**src/rtl/risc_control_unit.sv**
```systemverilog
// Control unit for the small 8-bit RISC datapath: a 12-state fetch/decode/execute
// sequencer whose outputs are purely combinational in (state, instruction, zero).
module risc_control_unit #(
    parameter int word_size = 8
) (
    input  logic                 clk,
    input  logic                 rst,
    input  logic [word_size-1:0] instruction,
    input  logic                 zero,
    output logic                 Load_R0,
    output logic                 Load_R1,
    output logic                 Load_R2,
    output logic                 Load_R3,
    output logic                 Load_PC,
    output logic                 Inc_PC,
    output logic [2:0]           Sel_Bus_1_Mux,
    output logic [1:0]           Sel_Bus_2_Mux,
    output logic                 Load_IR,
    output logic                 Load_Add_R,
    output logic                 Load_Reg_Y,
    output logic                 Load_Reg_Z,
    output logic                 write,
    output logic                 halted
);

    typedef enum logic [3:0] {
        S_idle = 4'd0,
        S_fet1 = 4'd1,
        S_fet2 = 4'd2,
        S_dec  = 4'd3,
        S_ex1  = 4'd4,
        S_rd1  = 4'd5,
        S_rd2  = 4'd6,
        S_wr1  = 4'd7,
        S_wr2  = 4'd8,
        S_br1  = 4'd9,
        S_br2  = 4'd10,
        S_halt = 4'd11
    } state_t;

    localparam logic [3:0] OP_NOP = 4'd0;
    localparam logic [3:0] OP_ADD = 4'd1;
    localparam logic [3:0] OP_SUB = 4'd2;
    localparam logic [3:0] OP_AND = 4'd3;
    localparam logic [3:0] OP_NOT = 4'd4;
    localparam logic [3:0] OP_RD  = 4'd5;
    localparam logic [3:0] OP_WR  = 4'd6;
    localparam logic [3:0] OP_BR  = 4'd7;
    localparam logic [3:0] OP_BRZ = 4'd8;

    localparam logic [2:0] SEL1_PC   = 3'd4;
    localparam logic [1:0] SEL2_ALU  = 2'd0;
    localparam logic [1:0] SEL2_BUS1 = 2'd1;
    localparam logic [1:0] SEL2_MEM  = 2'd2;

    state_t      r_state;
    state_t      w_state_next;
    logic [3:0]  w_opcode;
    logic [1:0]  w_src;
    logic [1:0]  w_dest;
    logic        w_load_dest;
    logic [3:0]  w_load_r;

    assign w_opcode = instruction[7:4];
    assign w_src    = instruction[3:2];
    assign w_dest   = instruction[1:0];

    always_ff @(posedge clk) begin
        if (rst) begin
            r_state <= S_idle;
        end else begin
            r_state <= w_state_next;
        end
    end

    // A single "load destination" strobe is fanned out by the dest field, so at
    // most one register load can ever be active.
    generate
        for (genvar gi = 0; gi < 4; gi++) begin : g_load_r
            assign w_load_r[gi] = w_load_dest && (w_dest == 2'(gi));
        end
    endgenerate

    assign Load_R0 = w_load_r[0];
    assign Load_R1 = w_load_r[1];
    assign Load_R2 = w_load_r[2];
    assign Load_R3 = w_load_r[3];

    always_comb begin
        w_state_next  = r_state;
        w_load_dest   = 1'b0;
        Load_PC       = 1'b0;
        Inc_PC        = 1'b0;
        Sel_Bus_1_Mux = 3'd0;
        Sel_Bus_2_Mux = 2'd0;
        Load_IR       = 1'b0;
        Load_Add_R    = 1'b0;
        Load_Reg_Y    = 1'b0;
        Load_Reg_Z    = 1'b0;
        write         = 1'b0;
        halted        = 1'b0;

        case (r_state)
            S_idle: w_state_next = S_fet1;
            S_fet1: begin
                Sel_Bus_1_Mux = SEL1_PC;
                Sel_Bus_2_Mux = SEL2_BUS1;
                Load_Add_R    = 1'b1;
                w_state_next  = S_fet2;
            end
            S_fet2: begin
                Sel_Bus_2_Mux = SEL2_MEM;
                Load_IR       = 1'b1;
                Inc_PC        = 1'b1;
                w_state_next  = S_dec;
            end
            S_dec: begin
                case (w_opcode)
                    OP_NOP: w_state_next = S_fet1;
                    OP_ADD, OP_SUB, OP_AND: begin
                        Sel_Bus_1_Mux = {1'b0, w_src};
                        Sel_Bus_2_Mux = SEL2_BUS1;
                        Load_Reg_Y    = 1'b1;
                        w_state_next  = S_ex1;
                    end
                    OP_NOT: begin
                        Sel_Bus_1_Mux = {1'b0, w_src};
                        Sel_Bus_2_Mux = SEL2_ALU;
                        Load_Reg_Z    = 1'b1;
                        w_load_dest   = 1'b1;
                        w_state_next  = S_fet1;
                    end
                    OP_RD, OP_WR, OP_BR: begin
                        Sel_Bus_1_Mux = SEL1_PC;
                        Sel_Bus_2_Mux = SEL2_BUS1;
                        Load_Add_R    = 1'b1;
                        if (w_opcode == OP_RD)      w_state_next = S_rd1;
                        else if (w_opcode == OP_WR) w_state_next = S_wr1;
                        else                        w_state_next = S_br1;
                    end
                    OP_BRZ: begin
                        if (zero) begin
                            Sel_Bus_1_Mux = SEL1_PC;
                            Sel_Bus_2_Mux = SEL2_BUS1;
                            Load_Add_R    = 1'b1;
                            w_state_next  = S_br1;
                        end else begin
                            // Not taken: step the PC over the branch target word.
                            Inc_PC       = 1'b1;
                            w_state_next = S_fet1;
                        end
                    end
                    default: w_state_next = S_halt;
                endcase
            end
            S_ex1: begin
                Sel_Bus_1_Mux = {1'b0, w_dest};
                Sel_Bus_2_Mux = SEL2_ALU;
                Load_Reg_Z    = 1'b1;
                w_load_dest   = 1'b1;
                w_state_next  = S_fet1;
            end
            S_rd1, S_wr1: begin
                Sel_Bus_2_Mux = SEL2_MEM;
                Load_Add_R    = 1'b1;
                Inc_PC        = 1'b1;
                w_state_next  = (r_state == S_rd1) ? S_rd2 : S_wr2;
            end
            S_rd2: begin
                Sel_Bus_2_Mux = SEL2_MEM;
                w_load_dest   = 1'b1;
                w_state_next  = S_fet1;
            end
            S_wr2: begin
                Sel_Bus_1_Mux = {1'b0, w_src};
                write         = 1'b1;
                w_state_next  = S_fet1;
            end
            S_br1: begin
                Sel_Bus_2_Mux = SEL2_MEM;
                Load_Add_R    = 1'b1;
                w_state_next  = S_br2;
            end
            S_br2: begin
                Sel_Bus_2_Mux = SEL2_MEM;
                Load_PC       = 1'b1;
                w_state_next  = S_fet1;
            end
            // Halt and the four unused encodings all park in S_halt until reset.
            default: begin
                halted       = 1'b1;
                w_state_next = S_halt;
            end
        endcase
    end

endmodule

```
**config.mk**
```make
export PLATFORM = sky130hd
export DESIGN_NAME = risc_control_unit
export DESIGN_NICKNAME = d
export VERILOG_FILES = /design/src/rtl/risc_control_unit.sv
export SDC_FILE = /design/constraint.sdc
export NUM_CORES = 1
export LEC_CHECK = 0
export CAP_MARGIN = 15
export CORE_MARGIN = 2
export CORE_UTILIZATION = 40
export CTS_CLUSTER_DIAMETER = 120
export DETAILED_ROUTE_END_ITERATION = 8
export DONT_BUFFER_PORTS = 1
export PLACE_DENSITY = 0.65
export SLEW_MARGIN = 25
export SYNTH_ARGS = -nofsm -noshare
export SYNTH_HDL_FRONTEND = slang
export SYNTH_SLANG_ARGS = --single-unit
```
**constraint.sdc**
```tcl
create_clock -name clk -period 4 [get_ports clk]
set_clock_uncertainty 0.1 [all_clocks]
set_input_delay 0.8 -clock clk [delete_from_list [all_inputs] [get_ports clk]]
set_output_delay 0.8 -clock clk [all_outputs]
set_load 0.05 [all_outputs]
```
Yosys cells after proc, flatten, opt, wreduce, memory -nomap -nowiden. Index checks and enable logic that the tools add are counted.

Add/subtract/negate cells: 0. $mul: 0. Divide/modulo/power cells: 0. $lt $le $gt $ge: 0. Equal/unequal tests: 21. Shift operators: 0. Multiplexer cells: 27. Bitwise gates (word level): 0. Reduce and logical (&&, ||, !) cells: 19.

Operator list (count): equality test 4 x 3 -> 1 bit, second input constant (8); one-hot mux 4 bit (6 select lines) (1); equality test 4 x 2 -> 1 bit, second input constant (4); equality test 4 bit, second input constant (4); 2-to-1 mux 4 bit (4); one-hot mux 4 bit (4 select lines) (1); one-hot mux 1 bit (2 select lines) (6); one-hot mux 3 bit (4 select lines) (1); OR reduction 6 bit (2); 2-to-1 mux 1 bit (11); OR reduction 11 bit (1); one-hot mux 3 bit (3 select lines) (1); OR reduction 3 bit (3); equality test 4 x 1 -> 1 bit, second input constant (2); logical NOT 4 bit (2); OR reduction 4 bit (2); one-hot mux 2 bit (3 select lines) (1); OR reduction 2 bit (3); OR reduction 5 bit (1); equality test 2 bit, second input constant (2); logical AND 1 bit (4); 2-to-1 mux 3 bit (1); equality test 2 x 1 -> 1 bit, second input constant (1); logical NOT 2 bit (1).

Bits in registers: 4. Bits in latches: 0. Bits in writable memories: 0. Bits in read-only memories: 0. Bits of input ports: 11. Logic and storage cells: 68. Memories kept: 0.

Depth between registers and ports, before layout. Gate-level depths: netlist of the first run.

Word-level depth: 5. Gate-level depth with buffers: 5.

Worst setup path before layout of the first run. Ideal clock, no wire load.

Path type: input to output. Start: in instruction[4]. End: out Load_R1. Arrival time: 2886 ps. Slack: 214 ps. Stages on the path: 4. Buffers on the path: 1. Path through: clkbuf_1 -> or3b_1 -> o32a_2 -> nor3b_1.

Longest elaborated chain between the ends: 4.

RTL lines: start: declaration (RTL line 8) `input logic [word_size-1:0] instruction,`; equality test 4 x 3 -> 1 bit (RTL line 118) `case (w_opcode)`; 2-to-1 mux 1 bit (RTL line 118); one-hot mux 1 bit (2 select lines) (RTL line 103) `case (r_state)`; logical AND 1 bit (RTL line 80) `assign w_load_r[gi] = w_load_dest && (w_dest == 2'(gi));`; end: declaration (RTL line 11) `output logic Load_R1,`.

No other way between the ends.

Final worst setup path of the first run.
Start: reg r_state[2]. End: out Sel_Bus_1_Mux[1].

Longest elaborated chain between the ends: 2. Elaborated cells on any way between the ends: 5.

RTL lines: start: declaration (RTL line 56) `state_t r_state;`; start signal: assignment (RTL line 70) `r_state <= S_idle;`; start signal: assignment (RTL line 72) `r_state <= w_state_next;`; equality test 4 bit, or another cell as far along (RTL line 103); one-hot mux 3 bit (4 select lines) * (RTL line 103); end: declaration (RTL line 16) `output logic [2:0] Sel_Bus_1_Mux,`.

Mark *: on every way between the ends. The rest lies on a longest branch, timed or not.

==> results of run 1 <==
==> report_power, final <==
| group | switching [mW] | internal, mW | total (mW) |
|---|---|---|---|
| Sequential | 0.00717 | 0.0426 | 0.0498 |
| Combinational | 0.0502 | 0.0238 | 0.0740 |
| Clock | 0.0151 | 0.0335 | 0.0486 |
==> worst max-delay path, delay by kind of cell (launching register included) <==
kind | cells | cell delay [ps]
flops | 1 | 610
compound gates | 2 | 960
simple gates | 1 | 320
==> placed cells by master (no fill, tap or decap) <==
cell type,instances
sky130_fd_sc_hd__o31a_1,1
sky130_fd_sc_hd__nor2_1,5
sky130_fd_sc_hd__o211a_1,1
sky130_fd_sc_hd__a211oi_1,1
sky130_fd_sc_hd__nor3b_1,1
sky130_fd_sc_hd__clkbuf_4,3
sky130_fd_sc_hd__or2_2,1
sky130_fd_sc_hd__inv_2,1
sky130_fd_sc_hd__or3b_4,1
sky130_fd_sc_hd__dfxtp_1,4
sky130_fd_sc_hd__nand2b_1,2
sky130_fd_sc_hd__a22oi_1,2
sky130_fd_sc_hd__o31ai_1,1
sky130_fd_sc_hd__o2bb2a_1,1
sky130_fd_sc_hd__a21boi_0,1
sky130_fd_sc_hd__a31oi_1,2
sky130_fd_sc_hd__nor2b_1,4
sky130_fd_sc_hd__a2111oi_0,1
sky130_fd_sc_hd__a221o_1,1
sky130_fd_sc_hd__or3b_1,1
sky130_fd_sc_hd__o2bb2ai_1,2
sky130_fd_sc_hd__mux2i_1,1
sky130_fd_sc_hd__inv_1,4
sky130_fd_sc_hd__or3_1,1
sky130_fd_sc_hd__o21ai_0,5
sky130_fd_sc_hd__nor3b_2,2
sky130_fd_sc_hd__o21bai_1,2
sky130_fd_sc_hd__a41oi_1,1
sky130_fd_sc_hd__buf_4,9
sky130_fd_sc_hd__nand2_1,7
sky130_fd_sc_hd__a21o_1,1
sky130_fd_sc_hd__nor4b_1,1
sky130_fd_sc_hd__a21oi_1,7
sky130_fd_sc_hd__o311ai_0,1
sky130_fd_sc_hd__or4_1,1
sky130_fd_sc_hd__nor3_1,3
sky130_fd_sc_hd__o32a_2,1
sky130_fd_sc_hd__o32ai_2,2
==> final timing paths <==
| path | from | to | slack (ps) | cells past startpoint |
|---|---|---|---|---|
| worst min-delay path | r_state[0]$_SDFF_PP0_ | r_state[0]$_SDFF_PP0_ | 460 | 1 |
| worst max-delay path | r_state[2]$_SDFF_PP0_ | Sel_Bus_1_Mux[1] | 980 | 3 |
| worst min register to register | r_state[0]$_SDFF_PP0_ | r_state[0]$_SDFF_PP0_ | 460 | 1 |
| worst max register to register | r_state[3]$_SDFF_PP0_ | r_state[1]$_SDFF_PP0_ | 2410 | 3 |
==> cell type report <==
cell class / count / area share (%)
tap: 15 / 2.863
clock buffer: 3 / 3.435
inverter: 5 / 2.863
timing repair buffer: 9 / 10.31
multi-input combinational: 65 / 68.32
sequential: 4 / 12.21
==> metal layers <==
metal  GRT usage [%]  vias up
met5               0        -
met4           10.00        0
met3           4.348        2
met2           32.42       24
met1           19.87      277
li1                -      317
==> kinds of logic (layout without fill, tap and decap cells) <==
group | Yosys count | after routing | share of synthesized area (%)
buffers and inverters | 11 | 17 | 7.584
DFF | 4 | 4 | 14.71
muxes | 1 | 1 | 1.839
and+or+nand+nor | 30 | 30 | 31.04
AOI/OAI and AO/OA | 34 | 34 | 44.83
==> per-stage QoR <==
| stage | setup slack (ps) | power [mW] | utilization (%) | hold slack, ps |
|---|---|---|---|---|
| after global routing | 849.1 | 0.1843 | 51.02 | 481.7 |
| after detailed placement | 1018 | 0.1241 | 49.27 | 453.8 |
| after CTS | 1002 | 0.1758 | 51.02 | 463.8 |
| after global placement | 1085 | 0.1243 | 49.27 | 451.7 |
| final | 977.0 | 0.1724 | 51.02 | 460.4 |
| after floorplan | 213.6 | 0.1105 | - | 384.4 |
==> out/metrics.json, run 1 <==
{
  "routabilityCongestion": 0.7715,
  "worst_pin_slew_ps": 1015,
  "ys_async_sr_fraction_pct": 0,
  "initial_utilization_pct": 42.36,
  "grt_overflow": 0,
  "postRouteAntennaNets": 0,
  "slowest_cp_cell": "sky130_fd_sc_hd__o2bb2ai_1",
  "path_clk_slew_ps": 40,
  "synth_seq_area_share_pct": 14.71,
  "m1WireLength_um": 581,
  "numClockSinks": 4,
  "regMostFlops": "r_state",
  "cp-start-kind": "flip-flop",
  "antenna_cells_inserted": 0,
  "hold_class": "reg -> reg",
  "dp_cells": 98,
  "status": "complete, no violations",
  "synthTopCellsByArea": "sky130_fd_sc_hd__dfxtp_1 15%, sky130_fd_sc_hd__a21oi_1 6.4%, sky130_fd_sc_hd__nand2_1 4.8%",
  "dpl.hpwl_mm": 1.094,
  "core_sq_um": 1285,
  "post_synth_most_frequent_cells": "7 x sky130_fd_sc_hd__a21oi_1, 7 x sky130_fd_sc_hd__nand2_1, 6 x sky130_fd_sc_hd__clkbuf_1, 5 x sky130_fd_sc_hd__nor2_1, 5 x sky130_fd_sc_hd__o21ai_0",
  "postCtsSetupBuffers": 0,
  "clock_tree.buffer_depth": 2,
  "num-fill-cells": 124,
  "finalSetupTns_ps": 0,
  "fin_crit_ps": 3023,
  "rsz_0062_raised_after_global_routing": "false",
  "chipWidth_um": 40.89,
  "worst_setup_path_end_kind": "primary output",
  "tritoncts_clock_tree": "done",
  "max_freq_mhz": 330.8,
  "synth-seq-cells": 4,
  "cts.htree.levels": 1,
  "finish.instance_area_sq_um": 655.6,
  "fin_nets": 99,
  "syn-cell-area_sq_um": 544.3,
  "insertion_delay_ps": 230,
  "layout_top_registers": "r_state: 4 flops",
  "proportion_of_layout_cells_with_a_drive_suffix_above_1_pct": 23.26,
  "root_buffer": "sky130_fd_sc_hd__clkbuf_4",
  "yosys.cell_types.count": 36,
  "die_area_sq_um": 1672,
  "synth_nets": 91,
  "timing.critical_path.cells": "nor2b_1 -> a22oi_1 -> o2bb2ai_1",
  "post_cts_hold_buffer_count": 0,
  "max_reg_flops": 4,
  "highest_signal_layer_in_the_routed_design": "met4",
  "synthCells": 80,
  "p_leak_nw": 0.2348,
  "postSynthAreaPerCell_sq_um": 6.803,
  "via_count": 620,
  "area_growth_syn_to_layout_pct": 20.46,
  "seqCellArea_sq_um": 80.08,
  "synthFlopType": "sky130_fd_sc_hd__dfxtp_1",
  "max-cap-violations": 0,
  "critPathRequiredTime_ps": 3100,
  "critical_path_arrival_ps": 2120,
  "synthDominantCellAreaShare_pct": 14.71,
  "design.portCount": 28,
  "grt_use_total_pct": 18.41,
  "drt_drc_violations_left": 0,
  "yosysWarnings": 0,
  "post-route-period-util_pct": 75.57,
  "critical_path.max_stage_delay_ps": 820,
  "count_of_input_and_output_buffers": 0,
  "irDropWorstVdd_v": 0.0001409,
  "worst_path_fanout_max": 16,
  "timing_worst_setup_path_type": "reg -> out",
  "power_per_cell_area_nw_per_um2": 263.0,
  "post_drt_via_cell_ratio": 6.139,
  "multi_input_gate_area_in_the_final_layout_sq_um": 447.9,
  "cts_inserted_buffers": 3,
  "synth_enable_flop_cells": 0,
  "stdcell_count": 101,
  "die_h_um": 40.89,
  "detailedRoute.firstIterationViolations": 16,
  "floorplan.rows": 13,
  "postRouteWirelength_mm": 1.472,
  "drt_first_pass_iters": 4,
  "cts_repair_resize_count": 0,
  "timing_hold_violations_final": 0,
  "routed-wl-met2_um": 781,
  "route.detailed.wl_per_inst_um": 14.57,
  "number_of_global_route_vias_before_repair": 488,
  "final-setup-viol-count": 0,
  "first_pass_grt_wire_length_mm": 1.994,
  "slew_viol_final": 0,
  "postPlaceCellArea_sq_um": 633.1,
  "synth_largest_area_cell": "sky130_fd_sc_hd__dfxtp_1",
  "max_slew_margin_pct": 32.42,
  "grt_antenna_before_repair": 0,
  "route.met3.wl_um": 94,
  "grt_start_max_net_pins": 21
}
No activity file was read; power rests on OpenSTA's default activity.
==> run 2, diff against run 1 <==
--- a/config.mk
+++ b/config.mk
@@ -11,7 +11,7 @@
 export CTS_CLUSTER_DIAMETER = 120
 export DETAILED_ROUTE_END_ITERATION = 8
 export DONT_BUFFER_PORTS = 1
-export PLACE_DENSITY = 0.65
+export PLACE_DENSITY = 0.67
 export SLEW_MARGIN = 25
 export SYNTH_ARGS = -nofsm -noshare
 export SYNTH_HDL_FRONTEND = slang
==> constraint.sdc (replaced) <==
create_clock -name clk -period 2.5 [get_ports clk]
set_clock_uncertainty 0.1 [all_clocks]
set_input_delay 0.5 -clock clk [delete_from_list [all_inputs] [get_ports clk]]
set_output_delay 0.5 -clock clk [all_outputs]
set_load 0.05 [all_outputs]
==> run 2 against run 1 <==
- sequential share of layout area down 2.5 points
- power up 74%
- largest cell class unchanged
- final area up 28%
- die area unchanged
- final cell count up 12%
- non-clock buffer count up 12
==> out/metrics.json, run 2 (synthesis gave the netlist of run 1 again) <==
{
  "postPlaceCellArea": {"value": 815.8, "unit": "sq um", "change": "+29%"},
  "count_of_input_and_output_buffers": {"value": 0, "change": "unchanged"},
  "timing.critical_path.cells": "or3b_4 -> o32a_4 -> nor3b_4 -> buf_12",
  "slowest_cp_cell": "sky130_fd_sc_hd__or3b_4",
  "critical_path_arrival": {"value": 1800, "unit": "ps", "change": "-320 ps"},
  "postRouteAntennaNets": {"value": 0, "change": "unchanged"},
  "drt_first_pass_iters": {"value": 5, "change": "+1"},
  "postRouteWirelength": {"value": 1.604, "unit": "mm", "change": "+9.0%"},
  "die_area": {"value": 1672, "unit": "sq um", "change": "unchanged"},
  "routabilityCongestion": {"value": 0.8170, "change": "+5.9%"},
  "comb_power_share": {"value": 49.8, "unit": "%", "change": "+6.9 points"},
  "tritoncts_clock_tree": "done",
  "holdWs": {"value": 229.7, "unit": "ps", "change": "-230.7 ps"},
  "max_freq_mhz": 415.9,
  "design.portCount": {"value": 28, "change": "unchanged"},
  "dpl.hpwl": {"value": 1.294, "unit": "mm", "change": "+18%"},
  "post-layout-total-power": {"value": 0.3002, "unit": "mW", "change": "+74%"},
  "timing_worst_setup_path_type": "reg -> out",
  "route.detailed.wl_per_inst": {"value": 14.19, "unit": "um", "change": "-2.6%"},
  "layout.core_utilization": {"value": 65.34, "unit": "%", "change": "+14 points"},
  "post-route-period-util_pct": 96.17,
  "power_per_cell_area": {"value": 357.6, "unit": "nW/um^2", "change": "+36%"},
  "root_buffer": "sky130_fd_sc_hd__clkbuf_4",
  "holdCritStartpoint": "rst",
  "postCtsSetupBuffers": {"value": 0, "change": "unchanged"},
  "timing.critical_path.from": "r_state[0]$_SDFF_PP0_",
  "post_cts_hold_buffer_count": {"value": 0, "change": "unchanged"},
  "number_of_global_route_vias_before_repair": {"value": 578, "change": "+18%"},
  "antenna_cells_inserted": {"value": 0, "change": "unchanged"},
  "layout_top_registers": "r_state: 4 flops",
  "insertion_delay": {"value": 230, "unit": "ps", "change": "about the same"},
  "numClockSinks": {"value": 4, "change": "unchanged"},
  "critPathRequiredTime": {"value": 1900, "unit": "ps", "change": "-1200 ps"},
  "worst_path_fanout_max": {"value": 5, "change": "-11"},
  "mostFrequentLayoutCell": "sky130_fd_sc_hd__buf_4",
  "cts_inserted_buffers": {"value": 3, "change": "unchanged"},
  "net_switching_fraction_of_the_power": {"value": 40.98, "unit": "%", "change": "-1.1 points"},
  "status": "complete, no violations",
  "chipWidth": {"value": 40.89, "unit": "um", "change": "unchanged"},
  "max_slew_margin": {"value": 71.90, "unit": "%", "change": "+39 points"},
  "worst_setup_path_end_kind": "primary output",
  "timing.reg2reg.setup_slack": {"value": 1130, "unit": "ps", "change": "-1280 ps"},
  "fin_crit_ps": 2404,
  "regMostFlops": "r_state",
  "area_growth_syn_to_layout_pct": 54.25,
  "place_worst_setup_slack": {"value": 156.4, "unit": "ps", "change": "-861.7 ps"},
  "final_cell_mix": "18 x sky130_fd_sc_hd__buf_4, 7 x sky130_fd_sc_hd__nand2_1, 6 x sky130_fd_sc_hd__a21oi_1",
  "worst_pin_slew": {"value": 422.3, "unit": "ps", "change": "-592.7 ps"},
  "detailedRoute.firstIterationViolations": {"value": 17, "change": "+1"},
  "cp-start-kind": "flip-flop",
  "fin_nets": {"value": 111, "change": "+12%"},
  "finalSetupTns": {"value": 0, "unit": "ps", "change": "unchanged"},
  "grt_antenna_before_repair": {"value": 0, "change": "unchanged"},
  "grt_start_max_net_pins": {"value": 20, "change": "-4.8%"},
  "max_reg_flops": {"value": 4, "change": "unchanged"},
  "critical_path.max_stage_delay": {"value": 440, "unit": "ps", "change": "-380 ps"},
  "drt_drc_violations_left": {"value": 0, "change": "unchanged"},
  "irDropWorstVdd": {"value": 0.0002678, "unit": "V", "change": "+90%"},
  "p_leak": {"value": 0.3220, "unit": "nW", "change": "+37%"},
  "cellInternalPower": {"value": 0.1772, "unit": "mW", "change": "+77%"},
  "timing_hold_violations_final": {"value": 0, "change": "unchanged"},
  "p_clk_share": {"value": 25.5, "unit": "%", "change": "-2.7 points"},
  "rsz_0062_raised_after_global_routing": "false",
  "proportion_of_layout_cells_with_a_drive_suffix_above_1": {"value": 40.82, "unit": "%", "change": "+18 points"},
  "power.sequential.fraction": {"value": 24.7, "unit": "%", "change": "-4.2 points"},
  "floorplan.rows": {"value": 13, "change": "unchanged"},
  "path_clk_slew": {"value": 30, "unit": "ps", "change": "about the same"},
  "grt_use_total": {"value": 22.65, "unit": "%", "change": "+4.2 points"},
  "finish.instance_area": {"value": 839.6, "unit": "sq um", "change": "+28%"},
  "critical_path.reg2reg.startpoint": "r_state[1]$_SDFF_PP0_",
  "net-switching-power": {"value": 0.1230, "unit": "mW", "change": "+70%"},
  "hold_class": "in -> reg",
  "cts.htree.levels": {"value": 1, "change": "unchanged"},
  "timing.rr.end": "r_state[1]$_SDFF_PP0_",
  "ff2ff_path_depth": {"value": 4, "change": "+1"},
  "core": {"value": 1285, "unit": "sq um", "change": "unchanged"},
  "via_count": {"value": 679, "change": "+9.5%"},
  "grt_overflow": {"value": 0, "change": "unchanged"},
  "first_pass_grt_wire_length": {"value": 2.477, "unit": "mm", "change": "+24%"},
  "slew_viol_final": {"value": 0, "change": "unchanged"},
  "die_h": {"value": 40.89, "unit": "um", "change": "unchanged"},
  "clock_tree.buffer_depth": {"value": 2, "change": "unchanged"},
  "number_of_stages_on_the_worst_hold_path": {"value": 1, "change": "unchanged"},
  "max-cap-violations": {"value": 0, "change": "unchanged"},
  "final-setup-viol-count": {"value": 0, "change": "unchanged"},
  "initial_utilization": {"value": 42.36, "unit": "%", "change": "unchanged"},
  "stdcell_count": {"value": 113, "change": "+12%"},
  "setup_slack": {"value": 95.71, "unit": "ps", "change": "-881.3 ps"},
  "post_drt_via_cell_ratio": {"value": 6.009, "change": "-2.1%"},
  "dp_cells": {"value": 110, "change": "+12%"},
  "hold-path-endpoint": "r_state[0]$_SDFF_PP0_"
}
[run 2: cell count changes in the layout (fill, tap and decap cells not counted), sizes merged]
| cell | delta |
|---|---|
| buf | +12 |
[run 2: layout make-up]
cell class	instances	area, sq um
multi-input cells	65	503.0
fillers	113	445.4
repair buffers	21	195.2
flip-flops and latches	4	81.33
clock buffers	3	22.52
inverters	5	18.77
well taps	15	18.77
[run 2: power groups by stage]
stage               logic [mW]  registers [mW]  clock network, mW
CTS                      0.150          0.0737             0.0831
global route             0.159          0.0750             0.0835
detailed placement       0.150          0.0747                  0
global placement         0.148          0.0746                  0
finish                   0.150          0.0741             0.0766
floorplan                0.116          0.0729                  0
[run 2: worst max path at each step]
stage          slack, ps       to  cells after the start
3_3_place_gp         180  Load_R2                      4
6_report             100  Load_R2                      4
3_5_place_dp         160  Load_R2                      4
5_1_grt               30  Load_R2                      4
2_1_floorplan       -240  Load_R1                      4
4_1_cts               10  Load_R2                      4
[run 2: critical path, delay by kind of cell (launching register included)]
kind | cells | cell delay, ps
simple gates | 2 | 680
compound gates | 1 | 370
flops | 1 | 350
buf+inv | 1 | 160
[run 2: repair_timing]
item,4_1_cts,5_1_grt
hold endpoints to repair,0,0
gates resized for setup,0,1
endpoints found under the setup margin,0,4
[run 2: per-layer routing]
metal	global-route usage, %	vias up	share of wire (%)
met5	0	-	0
met4	13.33	0	1.3
met3	4.348	2	5.8
met2	36.33	18	52
met1	27.60	319	41
li1	-	340	-
